<file path="config.mk">
export PLATFORM = sky130hd
export DESIGN_NAME = alu_seq
export DESIGN_NICKNAME = d
export VERILOG_FILES = /design/src/rtl/alu_seq.sv
export SDC_FILE = /design/constraint.sdc
export NUM_CORES = 2
export LEC_CHECK = 0
export BUFFER_PORTS_ARGS = -buffer_cell sky130_fd_sc_hd__buf_4
export CORE_MARGIN = 10
export CORE_UTILIZATION = 25
export DETAILED_ROUTE_END_ITERATION = 12
export PLACE_DENSITY_LB_ADDON = 0.08
export REMOVE_ABC_BUFFERS = 1
export SLEW_MARGIN = 30
export SYNTH_ARGS = -nofsm -noshare
export SYNTH_HDL_FRONTEND = slang
export SYNTH_SLANG_ARGS = --single-unit
</file>
<file path="constraint.sdc">
create_clock -name clk -period 17 [get_ports clk]
set_input_delay 1.7 -clock clk [delete_from_list [all_inputs] [get_ports clk]]
set_output_delay 1.7 -clock clk [all_outputs]
set_load 0.01 [all_outputs]
</file>
<file path="src/rtl/alu_seq.sv">
// Multi-cycle ALU with a valid/ready handshake. Logic, arithmetic, shift and rotate
// ops finish in one cycle. Multiply (Booth) and divide (restoring) take one bit per cycle.
module alu_seq #(
  parameter int W  = 32,
  parameter int SW = $clog2(W)
) (
  input  logic           clk,
  input  logic           rst_n,
  input  logic           in_valid,
  output logic           in_ready,
  input  logic [4:0]     op,
  input  logic [W-1:0]   a,
  input  logic [W-1:0]   b,
  output logic           out_valid,
  input  logic           out_ready,
  output logic [2*W-1:0] result,
  output logic           zero,
  output logic           dz,
  output logic           err
);

  typedef enum logic [2:0] {S_IDLE, S_MUL, S_DIV, S_FIX, S_DONE} state_e;

  localparam logic [4:0] OP_ADD  = 5'd0,  OP_SUB  = 5'd1,  OP_MUL  = 5'd2,  OP_DIV  = 5'd3;
  localparam logic [4:0] OP_AND  = 5'd4,  OP_OR   = 5'd5,  OP_SHL  = 5'd6,  OP_SHR  = 5'd7;
  localparam logic [4:0] OP_ROTL = 5'd8,  OP_ROTR = 5'd9,  OP_NOT  = 5'd10, OP_XOR  = 5'd11;
  localparam logic [4:0] OP_NOR  = 5'd12, OP_NAND = 5'd13;

  state_e         state_q, state_d;
  logic [SW-1:0]  cnt_q, cnt_d;
  logic [W:0]     hi_q, hi_d;
  logic [W-1:0]   lo_q, lo_d, m_q, m_d;
  logic           q1_q, q1_d;
  logic [4:0]     op_q, op_d;
  logic           neg_quo_q, neg_quo_d, neg_rem_q, neg_rem_d, dz_pend_q, dz_pend_d;
  logic [2*W-1:0] result_q, result_d;
  logic           zero_q, zero_d, dz_q, dz_d, err_q, err_d;

  logic           accept, last_iter, iterate, w_q1;
  logic [SW-1:0]  sh, neg_sh;
  logic [W-1:0]   alu_f, a_mag, b_mag, w_lo, w_m, quo, rem;
  logic [W:0]     w_hi, sum, shifted, trial;
  logic [4:0]     w_op;

  assign accept    = in_valid & in_ready;
  assign last_iter = (cnt_q == SW'(W - 1));
  assign a_mag     = a[W-1] ? -a : a;
  assign b_mag     = b[W-1] ? -b : b;

  always_ff @(posedge clk) begin
    // NOTE: registers take non-blocking assignments so every flop samples pre-edge values.
    if (!rst_n) state_q <= S_IDLE;
    else        state_q <= state_d;
  end

  always_comb begin
    state_d = state_q;
    case (state_q)
      S_IDLE, S_DONE: begin
        if (accept) begin
          if (op == OP_MUL)      state_d = S_MUL;
          else if (op == OP_DIV) state_d = (b == '0) ? S_FIX : S_DIV;
          else                   state_d = S_DONE;
        end else if (state_q == S_DONE && out_ready) begin
          state_d = S_IDLE;
        end
      end
      S_MUL, S_DIV: if (last_iter) state_d = S_FIX;
      S_FIX:        state_d = S_DONE;
      default:      state_d = S_IDLE;
    endcase
  end

  always_comb begin
    in_ready  = (state_q == S_IDLE) || (state_q == S_DONE && out_ready);
    out_valid = (state_q == S_DONE);
  end

  // Rotates use (W - sh) mod W as the opposite shift; sh = 0 collapses to b | b.
  always_comb begin
    sh     = a[SW-1:0];
    neg_sh = -sh;
    case (op)
      OP_ADD:  alu_f = a + b;
      OP_SUB:  alu_f = a - b;
      OP_AND:  alu_f = a & b;
      OP_OR:   alu_f = a | b;
      OP_XOR:  alu_f = a ^ b;
      OP_NOR:  alu_f = ~(a | b);
      OP_NAND: alu_f = ~(a & b);
      OP_SHL:  alu_f = b << sh;
      OP_SHR:  alu_f = b >> sh;
      OP_ROTL: alu_f = (b << sh) | (b >> neg_sh);
      OP_ROTR: alu_f = (b >> sh) | (b << neg_sh);
      OP_NOT:  alu_f = ~b;
      default: alu_f = '0;
    endcase
  end

  always_comb begin
    // NOTE: every signal driven here gets a default first, so no path can infer a latch.
    cnt_d = cnt_q; hi_d = hi_q; lo_d = lo_q; q1_d = q1_q; m_d = m_q; op_d = op_q;
    neg_quo_d = neg_quo_q; neg_rem_d = neg_rem_q; dz_pend_d = dz_pend_q;
    result_d = result_q; dz_d = dz_q; err_d = err_q;
    w_hi = hi_q; w_lo = lo_q; w_q1 = q1_q; w_m = m_q; w_op = op_q;
    sum = '0; shifted = '0; trial = '0; quo = '0; rem = '0;
    iterate = (state_q == S_MUL) || (state_q == S_DIV);

    // The accept edge loads the operands and also performs the first iteration.
    if (accept) begin
      w_op = op; w_hi = '0; w_q1 = 1'b0;
      w_m  = (op == OP_DIV) ? b_mag : a;
      w_lo = (op == OP_DIV) ? ((b == '0) ? a : a_mag) : b;
      op_d = op; hi_d = w_hi; lo_d = w_lo; q1_d = w_q1; m_d = w_m;
      neg_quo_d = a[W-1] ^ b[W-1];
      neg_rem_d = a[W-1];
      dz_pend_d = (b == '0);
      iterate   = (op == OP_MUL) || (op == OP_DIV && b != '0);
      if (op != OP_MUL && op != OP_DIV) begin
        result_d = {{W{1'b0}}, alu_f};
        err_d    = (op > OP_NAND);
        dz_d     = 1'b0;
      end
    end

    if (iterate) begin
      if (w_op == OP_MUL) begin
        case ({w_lo[0], w_q1})
          2'b01:   sum = w_hi + {w_m[W-1], w_m};
          2'b10:   sum = w_hi - {w_m[W-1], w_m};
          default: sum = w_hi;
        endcase
        {hi_d, lo_d, q1_d} = {sum[W], sum, w_lo};
      end else begin
        shifted = {w_hi[W-1:0], w_lo[W-1]};
        trial   = shifted - {1'b0, w_m};
        hi_d    = trial[W] ? shifted : trial;
        lo_d    = {w_lo[W-2:0], ~trial[W]};
      end
      cnt_d = last_iter ? '0 : cnt_q + SW'(1);
    end

    if (state_q == S_FIX) begin
      quo   = neg_quo_q ? -lo_q : lo_q;
      rem   = neg_rem_q ? -hi_q[W-1:0] : hi_q[W-1:0];
      err_d = 1'b0;
      dz_d  = 1'b0;
      if (op_q == OP_MUL) begin
        result_d = {hi_q[W-1:0], lo_q};
      end else if (dz_pend_q) begin
        result_d = {lo_q, {W{1'b1}}};
        dz_d     = 1'b1;
      end else begin
        result_d = {rem, quo};
      end
    end

    zero_d = (result_d == '0);
  end

  always_ff @(posedge clk) begin
    if (!rst_n) begin
      cnt_q     <= '0;
      hi_q      <= '0;
      lo_q      <= '0;
      q1_q      <= 1'b0;
      m_q       <= '0;
      op_q      <= '0;
      neg_quo_q <= 1'b0;
      neg_rem_q <= 1'b0;
      dz_pend_q <= 1'b0;
      result_q  <= '0;
      zero_q    <= 1'b1;
      dz_q      <= 1'b0;
      err_q     <= 1'b0;
    end else begin
      cnt_q     <= cnt_d;
      hi_q      <= hi_d;
      lo_q      <= lo_d;
      q1_q      <= q1_d;
      m_q       <= m_d;
      op_q      <= op_d;
      neg_quo_q <= neg_quo_d;
      neg_rem_q <= neg_rem_d;
      dz_pend_q <= dz_pend_d;
      result_q  <= result_d;
      zero_q    <= zero_d;
      dz_q      <= dz_d;
      err_q     <= err_d;
    end
  end

  assign result = result_q;
  assign zero   = zero_q;
  assign dz     = dz_q;
  assign err    = err_q;

endmodule

</file>
==> results.txt <==
outcome = finished, final reports clean
max_cap viols = 0
sequential area share after synthesis = 0.123
Fill cells = 12926
Initial DRC Count = 3527
FFs w/ async S/R, synth = 0
postcts setup bufs = 0
final design utilization = 0.279
fraction of layout cells with a size suffix above 1 = 0.134
Hold Buf Count CTS = 0
Mean Syn Cell Area = 7.29 µm²
gr usage total = 0.268
CP Capture Type = flip-flop
Gate Count Post-Synth = 4029
clock share of power = 0.165
number of H-tree levels = 4
Arrival @ worst endpoint = 9.78 ns
Num CTS Buffers = 17
final WL = 184000 µm
Congestion Overflow GR = 0
Port Buffers = 141
CP Data Required Time = 17.39 ns
Initial Utilization = 0.252
CTS tree = done
Sw Ratio = 0.539
Max IR drop VDD = 0.0619 mV
Logic pwr share = 0.652
Synth-to-Final Area Change = 10.7%
Seq pwr share = 0.182
cell area after synthesis = 29400 µm²
row count = 125
CP Launch Type = input pin
worst path bufs/invs = 6
Final min period = 9.39 ns
pwr dens = 93.1 nW/µm²
GPL Wtd Cong = 1.08
Crit Path Max Fanout = 41
CTS Root Cell = clkbuf_16
area of the multi-input gates = 24000 µm²
initial antenna violation count = 9
most frequent cell after synthesis = nor2_1
Cell Int Power = 1390 µW
dpl cell area = 31800 µm²
setup tns final = 0 ns
Setup Viol. Count Final = 0
Ys Warns = 0
Setup Crit Path Kind = in -> reg
cell taking the most area after synthesis = dfxtp_1
post-synth top area share = 0.123
Synth Flop Type = dfxtp_1
die area = 132000 µm²
drt via density = 6.08
largest net degree at the start of global routing = 109
Final Slew Violations = 0
Finished Cell Area = 32500 µm²
Slew HR = 0.205
sw power = 1630 µW
slew at the pin closest to its max-slew limit = 1.16 ns
delay-heaviest family, CP = compound AO/OA/AOI/OAI gates
Post-CTS Resized = 0
Final period util = 0.552
CTS Sinks = 181
total number of vias = 33373
Final nets = 4195
hold slack = 0.461 ns
Residual DRC = 0
Die Span X = 363 µm
FF+latch area = 3620 µm²
Yosys reg bits = 181
clk_skew = 0.0146 ns
Netlist cell types = 113
Slowest-stage cell, CP = or4b_1
ranking of synthesized cells by area = dfxtp_1 12%, mux4_2 8.7%, ha_1 7.2%, nor2_1 6.2%, a21oi_1 5.3%
most used cell, CP = buf_4
Vert. Die Dim = 363 µm
Ports = 142
Final Hold Fails = 0
Leakage Power = 0.0125 µW
vias in the first global route = 31980
Post-synth EDFFs = 0
Hold WC Path Type = reg -> reg
clock latency on the worst-skew pair = 0.53 ns
antenna viol nets, final = 0
max incr delay on CP = 0.68 ns
WL per Instance = 33.5 µm
FMAX = 106 MHz
DPL Wire Length = 141000 µm
Core Box Area = 116000 µm²
RSZ-0062 raised after global routing = no
First-pass DRT Iterations = 8
global-route wire length before repair = 257000 µm
Post-synth top cells = 484 x nor2_1, 350 x nand2_1, 312 x a21oi_1
Reg clk slew, reported paths = 0.08 ns
Max Buffers Root-to-Sink = 2
==> tightest hold or removal path, stage by stage, from the launching register on <==
cell and delay (ns):
dfxtp_1 0.32, nand2_1 0.05, a21oi_1 0.05
==> cell type report <==
type / count / share of cell area
clock buffer: 19 / 0.0133
inverter: 132 / 0.0153
clock inverter: 13 / 0.00685
timing repair buffer: 244 / 0.0569
multi-input combinational: 3374 / 0.737
antenna: 1 / 0.0000770
sequential: 181 / 0.111
tap: 1524 / 0.0586
==> path summary, 6_finish.rpt <==
| kind | slack [ns] | cells past startpoint | start | end |
|---|---|---|---|---|
| max | 7.61 | 32 | b[1] | hi_q[6] |
| min | 0.46 | 2 | cnt_q[4] | cnt_q[4] |
| max reg2reg | 8.66 | 27 | state_q[1] | hi_q[6] |
| min reg2reg | 0.46 | 2 | cnt_q[4] | cnt_q[4] |
==> cells in the final DEF, fill, tap and decap left out, types with 40 or more instances in the layout <==
cell type,instances
a21oi_1,308
o21ai_0,230
ha_1,167
a31oi_1,94
and2_1,69
xor2_1,55
xnor2_1,147
buf_4,242
o31ai_1,41
o211ai_1,51
mux2i_1,137
mux2_2,41
mux4_2,113
a21o_1,40
nor2_1,480
nor4_1,40
or3_1,41
a211oi_1,93
nand2_1,349
inv_1,125
nor3_1,100
dfxtp_1,181
nand3_1,100
==> power groups by stage <==
stage                     clock network, µW  registers [µW]  logic [µW]
after floorplan                           0             526        1210
after global placement                    0             560        1950
after detailed placement                  0             559        1930
after CTS                               512             549        1940
after global routing                    520             558        2120
final                                   501             553        1980
==> through the flow <==
stage / total power, µW / setup WS, ns / std cells
6_report: 3030 / 7.61 / 5488
5_1_grt: 3200 / 7.07 / 5487
4_1_cts: 3000 / 7.69 / 5487
3_5_place_dp: 2490 / 7.18 / 5455
3_3_place_gp: 2510 / 7.09 / 5455
2_1_floorplan: 1740 / 7.33 / 3687
==> cell families (layout without fill, tap and decap cells) <==
group / after synthesis / count (layout) / synth area share
adder cells (fa/ha/maj): 172 / 172 / 0.0740
multiplexers: 292 / 292 / 0.150
AND/OR/NAND/NOR: 1443 / 1443 / 0.240
AO/OA/AOI/OAI: 1261 / 1261 / 0.284
XOR/XNOR: 206 / 206 / 0.0617
flip-flops: 181 / 181 / 0.123
buffers and inverters: 474 / 408 / 0.0667
other: 0 / 1 / 0
==> sequential cells by signal, indices dropped and copies added (netlist names) <==
register,cells
cnt_q,5
m_q,32
dz_pend_q,1
dz,1
neg_rem_q,1
q1_q,1
state_q,3
zero,1
result,64
err,1
lo_q,32
op_q,5
neg_quo_q,1
hi_q,33
==> per-layer routing <==
| metal | vias to the layer above | GRT usage | wire [µm] |
|---|---|---|---|
| li1 | 14937 | - | - |
| met4 | 12 | 0.126 | 9810 |
| met3 | 342 | 0.0397 | 11900 |
| met5 | - | 0 | 78 |
| met2 | 1531 | 0.436 | 84400 |
| met1 | 16551 | 0.346 | 77800 |
Note: power is estimated with default switching activity, not from simulation.
